## src/rtl/branch_pred.sv

```systemverilog
// 16-entry direct-mapped branch target buffer with 2-bit direction counters.
// Lookup is combinational from if_pc; training, allocation and the mispredict counter update on posedge clk.
module branch_pred (
    input  logic        clk,
    input  logic        rst_n,
    input  logic [31:0] if_pc,
    output logic        if_pred_branch,
    output logic        if_pred_taken,
    output logic [31:0] if_pred_npc,
    input  logic        upd_en,
    input  logic [31:0] upd_pc,
    input  logic        upd_is_branch,
    input  logic        upd_taken,
    input  logic [31:0] upd_target,
    input  logic        upd_mispredict,
    output logic [31:0] mispredict_cnt
);

    localparam int unsigned ENTRIES = 16;
    localparam int unsigned IDX_W   = 4;
    localparam int unsigned TAG_W   = 26;
    localparam int unsigned ADDR_W  = 32;
    localparam int unsigned CTR_W   = 2;
    localparam int unsigned CNT_W   = 32;

    localparam logic [CTR_W-1:0] CTR_MAX   = 2'b11;
    localparam logic [CTR_W-1:0] CTR_MIN   = 2'b00;
    localparam logic [CTR_W-1:0] CTR_ALLOC = 2'b10;
    localparam logic [CTR_W-1:0] CTR_RESET = 2'b01;

    logic [ENTRIES-1:0] valid_q;
    logic [TAG_W-1:0]   tag_q    [ENTRIES];
    logic [ADDR_W-1:0]  target_q [ENTRIES];
    logic [CTR_W-1:0]   ctr_q    [ENTRIES];
    logic [CNT_W-1:0]   cnt_q;

    logic [IDX_W-1:0] if_idx;
    logic [TAG_W-1:0] if_tag;
    logic             if_hit;

    logic [IDX_W-1:0] upd_idx;
    logic [TAG_W-1:0] upd_tag;
    logic             upd_hit;
    logic             do_train;
    logic             do_inval;
    logic             do_alloc;
    logic             do_target;
    logic [CTR_W-1:0] ctr_next;

    // Byte-offset bits never participate in indexing or tagging.
    logic unused_pc_bits;
    assign unused_pc_bits = ^{if_pc[1:0], upd_pc[1:0]};

    assign if_idx  = if_pc[5:2];
    assign if_tag  = if_pc[31:6];
    assign upd_idx = upd_pc[5:2];
    assign upd_tag = upd_pc[31:6];

    // Fetch-side lookup sees only committed state, so same-cycle updates appear next cycle.
    always_comb begin
        if_hit         = valid_q[if_idx] && (tag_q[if_idx] == if_tag);
        if_pred_branch = if_hit;
        if_pred_taken  = if_hit && ctr_q[if_idx][1];
        if_pred_npc    = if_pred_taken ? target_q[if_idx] : (if_pc + ADDR_W'(4));
    end

    always_comb begin
        upd_hit   = valid_q[upd_idx] && (tag_q[upd_idx] == upd_tag);
        do_train  = upd_en && upd_hit && upd_is_branch;
        do_inval  = upd_en && upd_hit && !upd_is_branch;
        do_alloc  = upd_en && !upd_hit && upd_is_branch && upd_taken;
        do_target = do_alloc || (do_train && upd_taken);
        ctr_next  = ctr_q[upd_idx];
        if (upd_taken) begin
            if (ctr_q[upd_idx] != CTR_MAX) ctr_next = ctr_q[upd_idx] + CTR_W'(1);
        end else begin
            if (ctr_q[upd_idx] != CTR_MIN) ctr_next = ctr_q[upd_idx] - CTR_W'(1);
        end
    end

    // Valid bits, counters and the mispredict count are the only reset state.
    always_ff @(posedge clk) begin
        if (!rst_n) begin
            valid_q <= '0;
            for (int i = 0; i < ENTRIES; i++) ctr_q[i] <= CTR_RESET;
            cnt_q <= '0;
        end else begin
            if (do_alloc) begin
                valid_q[upd_idx] <= 1'b1;
                ctr_q[upd_idx]   <= CTR_ALLOC;
            end else if (do_train) begin
                ctr_q[upd_idx]   <= ctr_next;
            end else if (do_inval) begin
                valid_q[upd_idx] <= 1'b0;
            end
            if (upd_en && upd_mispredict && (cnt_q != '1)) cnt_q <= cnt_q + CNT_W'(1);
        end
    end

    // Tag and target carry no reset; they are qualified by valid.
    always_ff @(posedge clk) begin
        if (rst_n) begin
            if (do_alloc) tag_q[upd_idx] <= upd_tag;
            if (do_target) target_q[upd_idx] <= upd_target;
        end
    end

    assign mispredict_cnt = cnt_q;

endmodule

```

## config.mk

```make
export PLATFORM = sky130hd
export DESIGN_NAME = branch_pred
export DESIGN_NICKNAME = d
export VERILOG_FILES = /design/src/rtl/branch_pred.sv
export SDC_FILE = /design/constraint.sdc
export NUM_CORES = 1
export LEC_CHECK = 0
export BUFFER_PORTS_ARGS = -buffer_cell sky130_fd_sc_hd__buf_2
export CORE_UTILIZATION = 50
export CTS_CLUSTER_SIZE = 25
export DETAILED_ROUTE_END_ITERATION = 16
export PLACE_DENSITY_LB_ADDON = 0.3
export SETUP_SLACK_MARGIN = 0.1
export SLEW_MARGIN = 20
export SYNTH_ARGS = -nofsm -noshare
export SYNTH_HDL_FRONTEND = slang
export SYNTH_SLANG_ARGS = --single-unit
```

## constraint.sdc

```tcl
create_clock -name clk -period 4.4 [get_ports clk]
set_input_delay 0.22 -clock clk [delete_from_list [all_inputs] [get_ports clk]]
set_output_delay 0.22 -clock clk [all_outputs]
set_load 0.03 [all_outputs]
```

==> results of run 1 <==
==> cell type report <==
type,instances,area share
timing repair buffer,387,0.0668
multi-input combinational,1144,0.272
tap,1165,0.0277
inverter,12,0.000857
clock inverter,64,0.0152
antenna,3,0.000143
clock buffer,121,0.0505
sequential,1008,0.566
==> state kept, by name, indices dropped and copies added (netlist names), named ones only <==
signal and flops:
ctr_q 32, mispredict_cnt 32, tag_q 416, target_q 512
==> layer usage <==
metal	global-route usage	share of wire	vias up
met3	0.0621	0.10	225
met2	0.420	0.48	1477
met4	0.0790	0.030	22
met1	0.375	0.39	13300
met5	0	0.0010	-
li1	-	-	10300
==> worst max-delay path, stage by stage, from the launching register on <==
cell and delay (ps):
sky130_fd_sc_hd__edfxtp_1 400, sky130_fd_sc_hd__mux4_2 490, sky130_fd_sc_hd__mux4_2 510, sky130_fd_sc_hd__xnor2_2 180, sky130_fd_sc_hd__nand2_1 100, sky130_fd_sc_hd__or3b_4 430
sky130_fd_sc_hd__or4_4 490, sky130_fd_sc_hd__or4b_4 510, sky130_fd_sc_hd__nor4_4 200, sky130_fd_sc_hd__buf_12 230, sky130_fd_sc_hd__buf_4 140, sky130_fd_sc_hd__mux2_4 340
sky130_fd_sc_hd__buf_6 150
==> power breakdown <==
group / switching (mW) / internal [mW] / leakage (nW) / total [mW]
Sequential: 0.0181 / 10.5 / 9.05 / 10.6
Clock: 3.67 / 5.25 / 1.67 / 8.92
Combinational: 0.896 / 0.691 / 6.45 / 1.59
Total: 4.58 / 16.5 / 17.2 / 21.1
==> worst paths after layout <==
check	from	to
max	tag_q[12][10]	if_pred_npc[11]
min	upd_pc[22]	tag_q[6][16]
max reg2reg	tag_q[7][17]	ctr_q[7][1]
min reg2reg	flop	flop
==> through the flow <==
stage / setup WS (ps) / area, µm²
after floorplan: 1.34 / 44500
after global placement: -140 / 48200
after detailed placement: -187 / 48200
after CTS: -690 / 52500
after global routing: -759 / 52600
final: -696 / 52600
==> logic make-up (layout without fill, tap and decap cells) <==
| group | after synthesis | count (layout) | synth area share |
|---|---|---|---|
| AOI/OAI and AO/OA | 171 | 171 | 0.0254 |
| and+or+nand+nor | 357 | 357 | 0.0426 |
| adders and majority gates | 2 | 2 | 0.000562 |
| other | 0 | 3 | 0 |
| xor gates and xnor gates | 106 | 106 | 0.0209 |
| buffers and inverters | 156 | 584 | 0.0161 |
| DFF | 1008 | 1008 | 0.669 |
| muxes | 508 | 508 | 0.225 |
==> cells in the final DEF, fill, tap and decap left out, types with 40 or more instances in the layout <==
cell / n
sky130_fd_sc_hd__dlygate4sd3_1: 57
sky130_fd_sc_hd__dfxtp_1: 48
sky130_fd_sc_hd__buf_2: 126
sky130_fd_sc_hd__xnor2_1: 54
sky130_fd_sc_hd__buf_4: 116
sky130_fd_sc_hd__nor2_1: 40
sky130_fd_sc_hd__mux2i_1: 87
sky130_fd_sc_hd__buf_12: 47
sky130_fd_sc_hd__o21ai_0: 48
sky130_fd_sc_hd__clkbuf_16: 104
sky130_fd_sc_hd__nand2_1: 63
sky130_fd_sc_hd__edfxtp_1: 960
sky130_fd_sc_hd__xor2_1: 50
sky130_fd_sc_hd__mux4_2: 378
==> repair_timing <==
item	4_1_cts	5_1_grt
buffers inserted	0	2
endpoints found under the setup margin	33	38
endpoints found under the hold margin	912	0
hold buffers	57	0
gates cloned	0	2
gates resized for setup	70	7
pin swaps	0	1
==> flow_metrics.py, run 1 <==
metrics = {
    "outcome": {
        "run_status": "finished with violations",
        "violated_checks": "negative setup slack",
    },
    "critical_path": {
        "setup.reg_to_reg.worst_slack_ps": 290,
        "timing.critical_path.from_type": "flop",
        "critPathCaptureType": "output pin",
        "critPathMaxFanout": 7,
        "worst_ep_arrival_time_ps": 4880,
        "required_ps": 4180,
        "worstRegToRegCells": 9,
        "worst-setup-path-type": "flop to output pin",
    },
    "layout": {
        "multiInputGateArea_um2": 14300,
        "layout.area.seq_um2": 29800,
        "final_net_count": 2758,
        "area_delta_synth_final_pct": 18.1,
        "post_route_cells_drive_above_1_share": 0.346,
        "final_core_utilization": 0.596,
        "layoutNonFillerInstCount": 3904,
        "layout.filler_cells": 6245,
    },
    "placed_design": {
        "place_hpwl_um": 75100,
        "place.port_buffers": 165,
        "place_congestion": 0.895,
        "dp.cells": 3655,
    },
    "hold_path": {
        "holdCritPathClass": "input pin to flop",
        "worstHoldPathCells": 2,
    },
    "synth": {
        "synth-edff-count": 960,
        "fraction_of_synthesis_flops_using_an_asynchronous_set_or_reset_pin": 0,
        "syn_area_um2": 44500,
        "dominantRegCellSynth": "sky130_fd_sc_hd__edfxtp_1",
        "yosysTopAreaCell": "sky130_fd_sc_hd__edfxtp_1",
        "synth_commonest_cells": "sky130_fd_sc_hd__edfxtp_1 (960), sky130_fd_sc_hd__mux4_2 (377), sky130_fd_sc_hd__mux2i_1 (88), sky130_fd_sc_hd__nor2_1 (72), sky130_fd_sc_hd__clkbuf_1 (67)",
        "syn_area_per_cell_um2": 19.3,
        "yosys-top-cells-area": "sky130_fd_sc_hd__edfxtp_1 (65%), sky130_fd_sc_hd__mux4_2 (19%), sky130_fd_sc_hd__dfxtp_1 (2.2%)",
        "yosys_warnings": 0,
        "synth_nets": 2412,
        "yosys_register_bits": 1008,
        "area_fraction_of_the_dominant_cell_type_after_synthesis": 0.647,
        "seq_area_frac_synth": 0.669,
        "synth.lib_cells_used.distinct": 65,
        "number_of_instances_in_the_synthesized_netlist": 2308,
        "most_repeated_cell_in_the_gate_level_netlist_after_synthesis": "sky130_fd_sc_hd__edfxtp_1",
    },
    "sta": {
        "worst_slew_margin": 0.333,
        "postLayoutSetupSlackWorst_ps": -696,
        "hold_viol_final": 0,
        "finalCriticalPeriod_ps": 5100,
        "fin_worst_hold_slack_ps": 90.1,
        "rsz_0062_raised_after_global_routing": "true",
        "worstMarginPinSlew_ps": 1000,
        "setup_total_negative_slack_ps": -21070,
        "setup_viol": 32,
        "worst_clock_skew_ps": 59.7,
        "fmax_ghz": 0.196,
        "min_period_over_period": 1.16,
        "drv_slew": 0,
    },
    "routing": {
        "detail_route.vias_per_cell": 6.50,
        "num_vias": 25400,
        "wire_per_inst_um": 30.7,
        "antenna_violating_nets_post_route": 0,
        "detailedRoute.firstPassIterationCount": 5,
        "drt_iter0_markers": 3309,
        "routed_wirelength_um": 120000,
        "drcViolationCount": 0,
    },
    "clock_network": {
        "cts_buffers": 101,
        "source_to_sink_clock_delay_at_the_later_pin_of_the_worst_skew_pair_ps": 690,
        "depth_of_the_cts_h_tree": 3,
        "tritoncts": "yes",
        "cts_num_sinks": 1008,
        "worst_setup_hold_path_clk_slew_ps": 60,
        "cts-root-to-sink-buffers": 3,
        "clk_root_buffer_cell": "sky130_fd_sc_hd__clkbuf_16",
    },
    "die": {
        "floorplan.die.height_um": 300,
        "design.core.area_um2": 88200,
        "fp.dieArea_um2": 90200,
        "rows": 109,
        "num_io_pins": 168,
        "die_x_um": 300,
        "initial_utilization": 0.505,
    },
    "power_and_ir_drop": {
        "p_total_mw": 21.1,
        "power.density_cell_area_nw_per_um2": 401,
        "p_leak_nw": 17.2,
        "worst_ir_drop_vdd_mv": 0.296,
    },
    "grt": {
        "grt_pass1_wl_um": 174000,
        "via_count_of_the_first_global_routing_pass": 25700,
        "total_grt_overflow": 0,
        "antenna_found_initial": 14,
        "grt_max_degree": 67,
        "groute.usage.overall": 0.267,
    },
    "flow_run": {
        "timing.max_cap.violations": 0,
    },
}
No activity file was read; power rests on OpenSTA's default activity.
==> run 2, diff against run 1 <==
--- a/config.mk
+++ b/config.mk
@@ -5,12 +5,12 @@
 export SDC_FILE = /design/constraint.sdc
 export NUM_CORES = 1
 export LEC_CHECK = 0
-export BUFFER_PORTS_ARGS = -buffer_cell sky130_fd_sc_hd__buf_2
 export CORE_UTILIZATION = 50
 export CTS_CLUSTER_SIZE = 25
 export DETAILED_ROUTE_END_ITERATION = 16
+export DONT_BUFFER_PORTS = 1
 export PLACE_DENSITY_LB_ADDON = 0.3
-export SETUP_SLACK_MARGIN = 0.1
+export SETUP_SLACK_MARGIN = 0.3
 export SLEW_MARGIN = 20
 export SYNTH_ARGS = -nofsm -noshare
 export SYNTH_HDL_FRONTEND = slang
==> run 2 against run 1 <==
Compared with the run above: the flow still finishes with violations (negative setup slack); global-route usage shrank 0.24 points; sequential share of layout area rose by 2.5 points; die area unchanged; fmax increased by 4.4%; flip-flop and latch count stayed put; utilization fell by 2.5 points; count of clock-buffer cells in the layout increased by 13; clock skew is 11 ps higher; non-clock buffer count fell by 260; register-to-register slack better by 150 ps; critical endpoint is now if_pred_npc[3].
==> flow_metrics.py, run 2 (same netlist as run 1, synthesis figures left out) <==
metrics = {
    "outcome": {
        "run_status": "finished with violations",
        "violated_checks": "negative setup slack",
    },
    "layout": {
        "top_regs": "target_q: 512 flops, tag_q: 416 flops",
        "largest_register_ffs": 512,
        "largest-register": "target_q",
        "area_delta_synth_final_pct": 13.1,
        "highest_count_cells_in_the_layout_ignoring_fill_and_taps": "sky130_fd_sc_hd__edfxtp_1 (960), sky130_fd_sc_hd__mux4_2 (380), sky130_fd_sc_hd__clkbuf_16 (103), sky130_fd_sc_hd__mux2i_1 (86), sky130_fd_sc_hd__dlygate4sd3_1 (64)",
        "layout_commonest_cell": "sky130_fd_sc_hd__edfxtp_1",
        "layout.filler_cells": 6393,
        "final_core_utilization": 0.571,
        "final_net_count": 2499,
        "post_route_cells_drive_above_1_share": 0.271,
    },
    "hold_path": {
        "holdCritPathClass": "input pin to flop",
        "hp-start": "upd_pc[5]",
    },
    "placed_design": {
        "place_congestion": 0.892,
        "place_hpwl_um": 67300,
        "place.port_buffers": 0,
    },
    "critical_path": {
        "critical-path-top-delay-family": "simple AND/OR/NAND/NOR gates",
        "startpoint": "tag_q[7][10]",
        "critical-path-max-stage-delay_ps": 510,
        "required_ps": 4180,
        "timing.critical_path.from_type": "flop",
        "critPathMaxFanout": 6,
        "critical_path_cell_by_cell": "mux4_2, mux4_2, xnor2_1, nand2_1, or3b_1, or4_1, or4b_4, nor4_4, buf_6, buf_12, buf_16, mux2_4",
        "critPathCaptureType": "output pin",
        "crit_top_cell": "sky130_fd_sc_hd__mux4_2",
        "worstPathBufferInverterCount": 3,
        "reg2reg_from": "tag_q[15][7]",
        "worst_ep_arrival_time_ps": 4660,
        "crit_slowest_cell": "sky130_fd_sc_hd__or4b_4",
        "worst-setup-path-type": "flop to output pin",
    },
    "power_and_ir_drop": {
        "power.density_cell_area_nw_per_um2": 397,
        "worst_ir_drop_vdd_mv": 0.374,
        "p_leak_nw": 15.7,
        "p_total_mw": 20.0,
    },
    "die": {
        "die_x_um": 300,
        "rows": 109,
        "design.core.area_um2": 88200,
        "initial_utilization": 0.505,
        "floorplan.die.height_um": 300,
        "num_io_pins": 168,
        "fp.dieArea_um2": 90200,
    },
    "sta": {
        "worst_slew_margin": 0.314,
        "setup_viol": 32,
        "min_period_over_period": 1.11,
        "worst_clock_skew_ps": 71.0,
        "fmax_ghz": 0.205,
        "drv_slew": 0,
        "finalCriticalPeriod_ps": 4880,
        "fin_worst_hold_slack_ps": 47.5,
        "worstMarginPinSlew_ps": 1020,
        "hold_viol_final": 0,
        "rsz_0062_raised_after_global_routing": "true",
        "postLayoutSetupSlackWorst_ps": -482,
    },
    "routing": {
        "wire_per_inst_um": 32.5,
        "drt_iter0_markers": 2664,
        "routed_wirelength_um": 118000,
        "drcViolationCount": 0,
        "num_vias": 24100,
        "antenna_violating_nets_post_route": 0,
        "detailedRoute.firstPassIterationCount": 8,
        "detail_route.vias_per_cell": 6.60,
    },
    "clock_network": {
        "tritoncts": "yes",
        "depth_of_the_cts_h_tree": 3,
        "clk_root_buffer_cell": "sky130_fd_sc_hd__clkbuf_16",
        "worst_setup_hold_path_clk_slew_ps": 60,
        "source_to_sink_clock_delay_at_the_later_pin_of_the_worst_skew_pair_ps": 710,
        "cts_num_sinks": 1008,
        "cts-root-to-sink-buffers": 3,
        "cts_buffers": 102,
    },
    "grt": {
        "antenna_found_initial": 5,
        "grt_max_degree": 245,
        "total_grt_overflow": 0,
        "grt_pass1_wl_um": 170000,
        "groute.usage.overall": 0.265,
        "via_count_of_the_first_global_routing_pass": 24500,
    },
    "flow_run": {
        "timing.max_cap.violations": 0,
    },
}
-- run 2: cell count changes in the layout (fill, tap and decap cells not counted), sizes merged --
cell         change
buf            -265
bufinv          -12
clkinvlp         -6
clkinv           +8
clkbuf          +11
dlygate4sd3      +7
-- run 2: report_power, final --
part / switching (mW) / total [mW] / internal [mW]
Sequential: 0.0199 / 10.6 / 10.5
Combinational: 0.557 / 1.13 / 0.569
Clock: 3.68 / 8.29 / 4.61
Total: 4.26 / 20.0 / 15.7
-- run 2: per-layer routing --
layer / up-vias / GRT usage / part of all wire
li1: 9818 / - / -
met1: 12800 / 0.362 / 0.38
met2: 1265 / 0.411 / 0.48
met3: 226 / 0.0773 / 0.11
met4: 8 / 0.0838 / 0.030
met5: - / 0 / 0.00039
-- run 2: final timing paths --
check / to / slack, ps / depth (start not counted)
worst min register to register: flop / 520 / 1
worst max register to register: tag_q[2][6] / 440 / 11
worst max-delay path: if_pred_npc[3] / -480 / 12
worst min-delay path: ctr_q[12][0] / 50 / 3
-- run 2: area by class of cell --
class / count / area (µm²) / share of cell area
multi-input combinational: 1144 / 14400 / 0.285
timing repair buffer: 127 / 1510 / 0.0299
inverter: 12 / 45.0 / 0.000894
sequential: 1008 / 29800 / 0.591
clock buffer: 134 / 2710 / 0.0539
antenna: 3 / 7.51 / 0.000149
tap: 1165 / 1460 / 0.0289
clock inverter: 54 / 490 / 0.00974
-- run 2: timing repair --
action,in CTS,in global routing
resized for setup,14,8
hold buffers,64,1
setup buffers,2,6
setup endpoints to repair,49,50
cloned,3,0
pin swaps,0,1
endpoints found under the hold margin,1012,1
-- run 2: metrics by stage --
stage	cell area [µm²]	setup slack (ps)	setup TNS (ps)	std cells
final	50400	-482	-14490	3647
after global routing	50400	-608	-18570	3645
after CTS	50200	-541	-15270	3637
after detailed placement	46200	57.2	0	3380
after global placement	46200	81.4	0	3379
after floorplan	44600	1.34	0	2308
-- run 2: worst min-delay path, delay by kind of cell --
family	cells	cell delay [ps]
AND/OR/NAND/NOR	3	380
